## src/rtl/dbgu_mem_arb.sv

```systemverilog
// Two-requester memory arbiter: CPU and debug unit share one memory port.
// Round-robin on conflict, one access per cycle, responses one cycle later.
module dbgu_mem_arb #(
    parameter int AW = 32,
    parameter int DW = 32
) (
    input  logic            clk,
    input  logic            n_reset,

    input  logic            cpu_req,
    input  logic [AW-1:0]   cpu_adr,
    input  logic [DW-1:0]   cpu_wdata,
    input  logic [DW/8-1:0] cpu_wren,
    output logic            cpu_gnt,
    output logic            cpu_rvalid,
    output logic [DW-1:0]   cpu_rdata,

    input  logic            dbg_req,
    input  logic [AW-1:0]   dbg_adr,
    input  logic [DW-1:0]   dbg_wdata,
    input  logic [DW/8-1:0] dbg_wren,
    input  logic            dbg_lock,
    output logic            dbg_ack,
    output logic [DW-1:0]   dbg_rdata,

    output logic            mem_en,
    output logic [AW-1:0]   mem_adr,
    output logic [DW-1:0]   mem_wdata,
    output logic [DW/8-1:0] mem_wren,
    input  logic [DW-1:0]   mem_rdata
);

    typedef enum logic [1:0] {
        PH_NONE,
        PH_CPU,
        PH_DBG
    } phase_e;

    phase_e        state_q;
    phase_e        state_d;
    logic          last_dbg_q;
    logic          last_dbg_d;
    logic          dbg_elig;
    logic          cpu_elig;
    logic          gnt_dbg;
    logic          gnt_cpu;
    logic [DW-1:0] dbg_rdata_q;

    // Debug holds dbg_req through its ack cycle, so it is
    // ineligible while its own data phase is outstanding.
    assign dbg_elig = dbg_req && (state_q != PH_DBG);
    assign cpu_elig = cpu_req && !dbg_lock;

    always_comb begin
        gnt_dbg = 1'b0;
        gnt_cpu = 1'b0;
        if (dbg_elig && cpu_elig) begin
            gnt_dbg = !last_dbg_q;
            gnt_cpu = last_dbg_q;
        end else begin
            gnt_dbg = dbg_elig;
            gnt_cpu = cpu_elig;
        end
    end

    always_comb begin
        state_d    = PH_NONE;
        last_dbg_d = last_dbg_q;
        unique case (1'b1)
            gnt_dbg: begin
                state_d    = PH_DBG;
                last_dbg_d = 1'b1;
            end
            gnt_cpu: begin
                state_d    = PH_CPU;
                last_dbg_d = 1'b0;
            end
            default: ;
        endcase
    end

    always_ff @(posedge clk or negedge n_reset) begin
        if (!n_reset) begin
            state_q    <= PH_NONE;
            last_dbg_q <= 1'b0;
        end else begin
            state_q    <= state_d;
            last_dbg_q <= last_dbg_d;
        end
    end

    // Latched on writes too: the memory returns data either way.
    always_ff @(posedge clk or negedge n_reset) begin
        if (!n_reset) begin
            dbg_rdata_q <= '0;
        end else if (state_q == PH_DBG) begin
            dbg_rdata_q <= mem_rdata;
        end
    end

    always_comb begin
        mem_adr   = '0;
        mem_wdata = '0;
        mem_wren  = '0;
        unique case (1'b1)
            gnt_dbg: begin
                mem_adr   = dbg_adr;
                mem_wdata = dbg_wdata;
                mem_wren  = dbg_wren;
            end
            gnt_cpu: begin
                mem_adr   = cpu_adr;
                mem_wdata = cpu_wdata;
                mem_wren  = cpu_wren;
            end
            default: ;
        endcase
    end

    assign mem_en     = gnt_dbg || gnt_cpu;
    assign cpu_gnt    = gnt_cpu;
    assign cpu_rvalid = (state_q == PH_CPU);
    assign cpu_rdata  = cpu_rvalid ? mem_rdata : '0;
    assign dbg_ack    = (state_q == PH_DBG);
    assign dbg_rdata  = dbg_rdata_q;

endmodule

```

## config.mk

```make
export PLATFORM = sky130hd
export DESIGN_NAME = dbgu_mem_arb
export DESIGN_NICKNAME = d
export VERILOG_FILES = /design/src/rtl/dbgu_mem_arb.sv
export SDC_FILE = /design/constraint.sdc
export NUM_CORES = 1
export LEC_CHECK = 0
export ABC_CLOCK_PERIOD_IN_PS = 4000
export CAP_MARGIN = 20
export CORE_AREA = 2 2 120 122
export CTS_CLUSTER_SIZE = 25
export DETAILED_ROUTE_END_ITERATION = 12
export DIE_AREA = 0 0 122 124
export PLACE_DENSITY_LB_ADDON = 0.1
export SETUP_SLACK_MARGIN = 0.1
export SYNTH_ARGS = -nofsm -noshare
export SYNTH_HDL_FRONTEND = slang
export SYNTH_SLANG_ARGS = --single-unit
```

## constraint.sdc

```tcl
create_clock -name clk -period 4 [get_ports clk]
set_input_delay 0.4 -clock clk [delete_from_list [all_inputs] [get_ports clk]]
set_output_delay 0.4 -clock clk [all_outputs]
set_load 0.02 [all_outputs]
```

Word-level counts from Yosys, hierarchy flattened
Cells that the tools add are included.
Cells by class
  mux-type cells: 8
  equal/unequal tests: 3
  reductions and logical operators: 7
Operators with widths (number)
  one-hot mux 32 bit (2 select lines): 2
  two-way mux 32 bit: 1
  one-hot mux 4 bit (2 select lines): 1
  one-hot mux 2 bit (2 select lines): 1
  logical AND 1 bit: 3
  equality test 2 x 1 -> 1 bit, second input constant: 1
  equality test 2 bit, second input constant: 1
  zero test 1 bit: 2
  two-way mux 1 bit: 2
  inequality test 2 bit, second input constant: 1
  one-hot mux 1 bit (2 select lines): 1
  nonzero test 2 bit: 1
  logical OR 1 bit: 1
Storage, ports and cells
  bits in registers: 35
  input port bits: 173
  word-level logic and storage cells: 21
  output and inout bits: 136

Longest topological paths before layout
  depth after elaboration: 5
  mapped depth: 7

Least setup slack after synthesis
OpenSTA, ideal clock, no wires.
  path type: reg-to-output
  start point: reg state_q[0]
  end point: out mem_adr[10]
  setup slack: 2.229 ns
  cell stages (with the launch flop): 8
  data arrival time: 1.371 ns
  cell sequence: dfrtp_1 > nand2b_4 > buf_6 > and3_4 > buf_6 > buf_6 > buf_6 > a22o_1
Between the ends
  word-level cells in the longest chain between the ends: 5
Ends and longest elaborated chain
  start: declaration: line 39  | phase_e state_q;
  start signal: assignment: line 87  | state_q <= state_d;
  inequality test 2 bit *: line 51  | assign dbg_elig = dbg_req && (state_q != PH_DBG);
  logical AND 1 bit *: line 51
  logical AND 1 bit: line 57  | if (dbg_elig && cpu_elig) begin
  two-way mux 1 bit: line 57
  one-hot mux 32 bit (2 select lines) *: line 105  | unique case (1'b1)
  end: declaration: line 27  | output logic [AW-1:0] mem_adr,
Mark *: on every way between the ends. The rest lies on a longest branch, timed or not.

Worst setup path after layout
  start point: reg state_q[1]
  end point: out mem_adr[23]
Same word-level chain as after synthesis.

==> impl_results.md <==
- Sw frac: 34.6%
- Mapped cell area: 0.00227 sq mm
- Total congestion overflow: 0
- Final ANT Viol Nets: 0
- Cts hold-fix bufs: 0
- Final GP Congestion: 0.743
- Hold WS: 0.203 ns
- DR iter-0 viols: 137
- GRT Util Overall: 16.1%
- CP Cell Sequence: nand2b_4 > and3_4 > a22o_1 > clkdlybuf4s50_1
- Port Buf Inserts: 308
- EDFF count, synth: 0
- Clock Skew: 0.00919 ns
- Crit end category: output port
- Fill cells: 1376
- Status: complete, no violations
- WL per Instance: 18.4 microns
- Synth Area in XOR/XNOR: 0%
- CP arrival: 2.85 ns
- Post-Synthesis Cells: 267
- Pwr Total: 1.87 mW
- Synth Net Count: 440
- Seq pwr share: 25.2%
- Worst skew pair latency: 0.28 ns
- Initial Util: 16.5%
- Compound-Gate Fraction of Synth Area: 27.5%
- Clock share of power: 23.7%
- Setup Viol. Count Final: 0
- IO Pins: 309
- Die Y: 124 microns
- Lkg Pwr: 2.37 nW
- Core area: 0.0137 sq mm
- DP Cell Count: 733
- DIE WIDTH: 122 microns
- Synth top cells by count: nand2_1 (98), a22o_1 (68), dfrtp_1 (35)
- Proportion of power drawn by combinational gates: 51.1%
- Switching pwr: 0.646 mW
- Hold Vio Cnt, Final: 0
- HP Class: in2async
- R2R setup slack: 2.24 ns
- RSZ-0062 raised after global routing: false
- Vias in the first global route: 2990
- Htree depth: 2
- Vias: 3084
- Clk sink count: 35
- Seq/Total Area, Yosys: 38.6%
- Largest area contributor in the netlist: dfrtp_1
- Setup_tns: 0 ns
- CTS Buf Count: 5
- CP Max Fanout: 69
- Share of layout cells above drive strength 1: 2.85%
- Area after DPL: 0.00545 sq mm
- WL final: 13700 microns
- Synth Area per Inst: 8.50 sq um
- Worst r2r path cells: 2
- CTS max path bufs: 2
- Yosys reg bits: 35
- Layout overhead on the synthesized area: 148%
- CP startpoint kind: register
- Final Max Tran Viols: 0
- Initial antenna violation count: 0
- Combinational family with the most area after synthesis: compound AO/OA/AOI/OAI gates
- Post-synthesis adder-cell area fraction: 0%
- RR Startpoint: state_q[1]$_DFF_PN0_
- CTS tree: built
- Fin crit period: 3.25 ns
- First-pass GRT wire length: 18300 microns
- Top-count cell post-synth: nand2_1
- Drt pass-1 iters: 4
- Clock Pin Slew Worst Setup and Hold Paths: 0.06 ns
- Root buffer cell: clkbuf_16
- Reg2reg end: state_q[1]$_DFF_PN0_
- Pint: 1.22 mW
- Synth area leaders: dfrtp_1 (39%), a22o_1 (26%), nand2_1 (16%), and2_1 (8.8%), buf_6 (2.5%)
- Top_reg_cell synth: dfrtp_1
- Distinct cell type count after synthesis: 17
- Power per standard cell area: 333 mW/mm^2
- Slowest cell on the critical path: and3_4
- CP peak stage delay: 0.79 ns
- MaxCap Viol Count: 0
- Synth Warn #: 0
- Worst-Margin Slew: 0.968 ns
- # resized after CTS: 0
- Residual DRC: 0
- Postcts setup bufs: 0
- Fin cells: 742
- Relative slew margins: 35.2%
- Synth top area share: 38.6%
- Final core occ: 41.0%
- Dpl ws: 0.857 ns
- Fin nets: 733
- Req. time, crit path: 3.60 ns
- Asr flop ratio synth: 100%
- Die Area: 0.0151 sq mm
- Mux share of post-synthesis cell area: 0%
- Worst setup margin: 0.750 ns
- Fin crit share: 81.3%
- Row Count: 43
- Fmax: 0.308 GHz
- Half-perimeter wire length after placement: 10800 microns
- Design area: 0.00562 sq mm
- Vias per cell: 4.16
- Largest net degree at the start of global routing: 70
- Setup Crit Path Kind: reg2out
- Simple-gate share of the synthesized area: 27.0%
- Maximum vdd drop: 0.000188 V
[how the worst max path moves through the flow]
stage                                     from     endpoint  slack (ns)  depth (start not counted)
final                     state_q[1]$_DFF_PN0_  mem_adr[23]        0.75                          4
after floorplan           state_q[0]$_DFF_PN0_  mem_adr[10]        2.23                          7
after detailed placement              dbg_lock  mem_adr[23]        0.86                          5
after global placement                dbg_lock  mem_adr[23]        0.90                          5
after global routing      state_q[1]$_DFF_PN0_  mem_adr[23]        0.57                          4
after CTS                 state_q[1]$_DFF_PN0_  mem_adr[23]        0.67                          4
[power groups by stage]
| stage | Clock [mW] | Sequential (mW) | Combinational, mW |
|---|---|---|---|
| 6_report | 0.443 | 0.471 | 0.955 |
| 5_1_grt | 0.476 | 0.483 | 1.01 |
| 4_1_cts | 0.464 | 0.472 | 0.969 |
| 3_5_place_dp | 0 | 0.476 | 0.964 |
| 3_3_place_gp | 0 | 0.473 | 0.964 |
| 2_1_floorplan | 0 | 0.567 | 0.321 |
[area by class of cell]
cell class                      count  area [sq um]  share of cell area [%]
Tap cell                          180           225                    4.01
Inverter                            2          7.51                   0.134
Timing Repair Buffer              311          3100                    55.2
Multi-Input combinational cell    205          1240                    22.1
Sequential cell                    35           876                    15.6
Antenna cell                        1          2.50                  0.0445
Clock buffer                        5           125                    2.23
Clock inverter                      3          43.8                   0.779
[routing by layer]
layer | wire length (microns) | global-route usage (%) | vias to the layer above
li1 | - | - | 1507
met5 | 0 | 0 | -
met2 | 6660 | 27.5 | 168
met3 | 1520 | 5.77 | 12
met1 | 5270 | 19.1 | 1397
met4 | 238 | 4.74 | 0
[registers in the layout, indices dropped and copies added (netlist names)]
signal      flops
last_dbg_q      1
state_q         2
dbg_rdata      32
[critical path, delay by kind of cell, from the launching register on]
kind / cells / cell delay, ns
flip-flops: 1 / 0.41
AO/OA/AOI/OAI: 1 / 0.30
buffers and inverters: 1 / 0.68
AND/OR/NAND/NOR: 2 / 1.14
[cell families (layout without fill, tap and decap cells)]
family / after synthesis / count (layout)
simple gates: 135 / 135
buf+inv: 27 / 321
compound gates: 70 / 70
flops: 35 / 35
other cells: 0 / 1
[placed cells by master (no fill, tap or decap), types with 2 or more instances in the layout]
cell type and instances:
clkdlybuf4s50_1 307, inv_1 2, nand2_1 98, buf_4 3, and2_1 32, a22o_1 68
clkbuf_16 5, dfrtp_1 35
No activity file was read; power rests on OpenSTA's default activity.
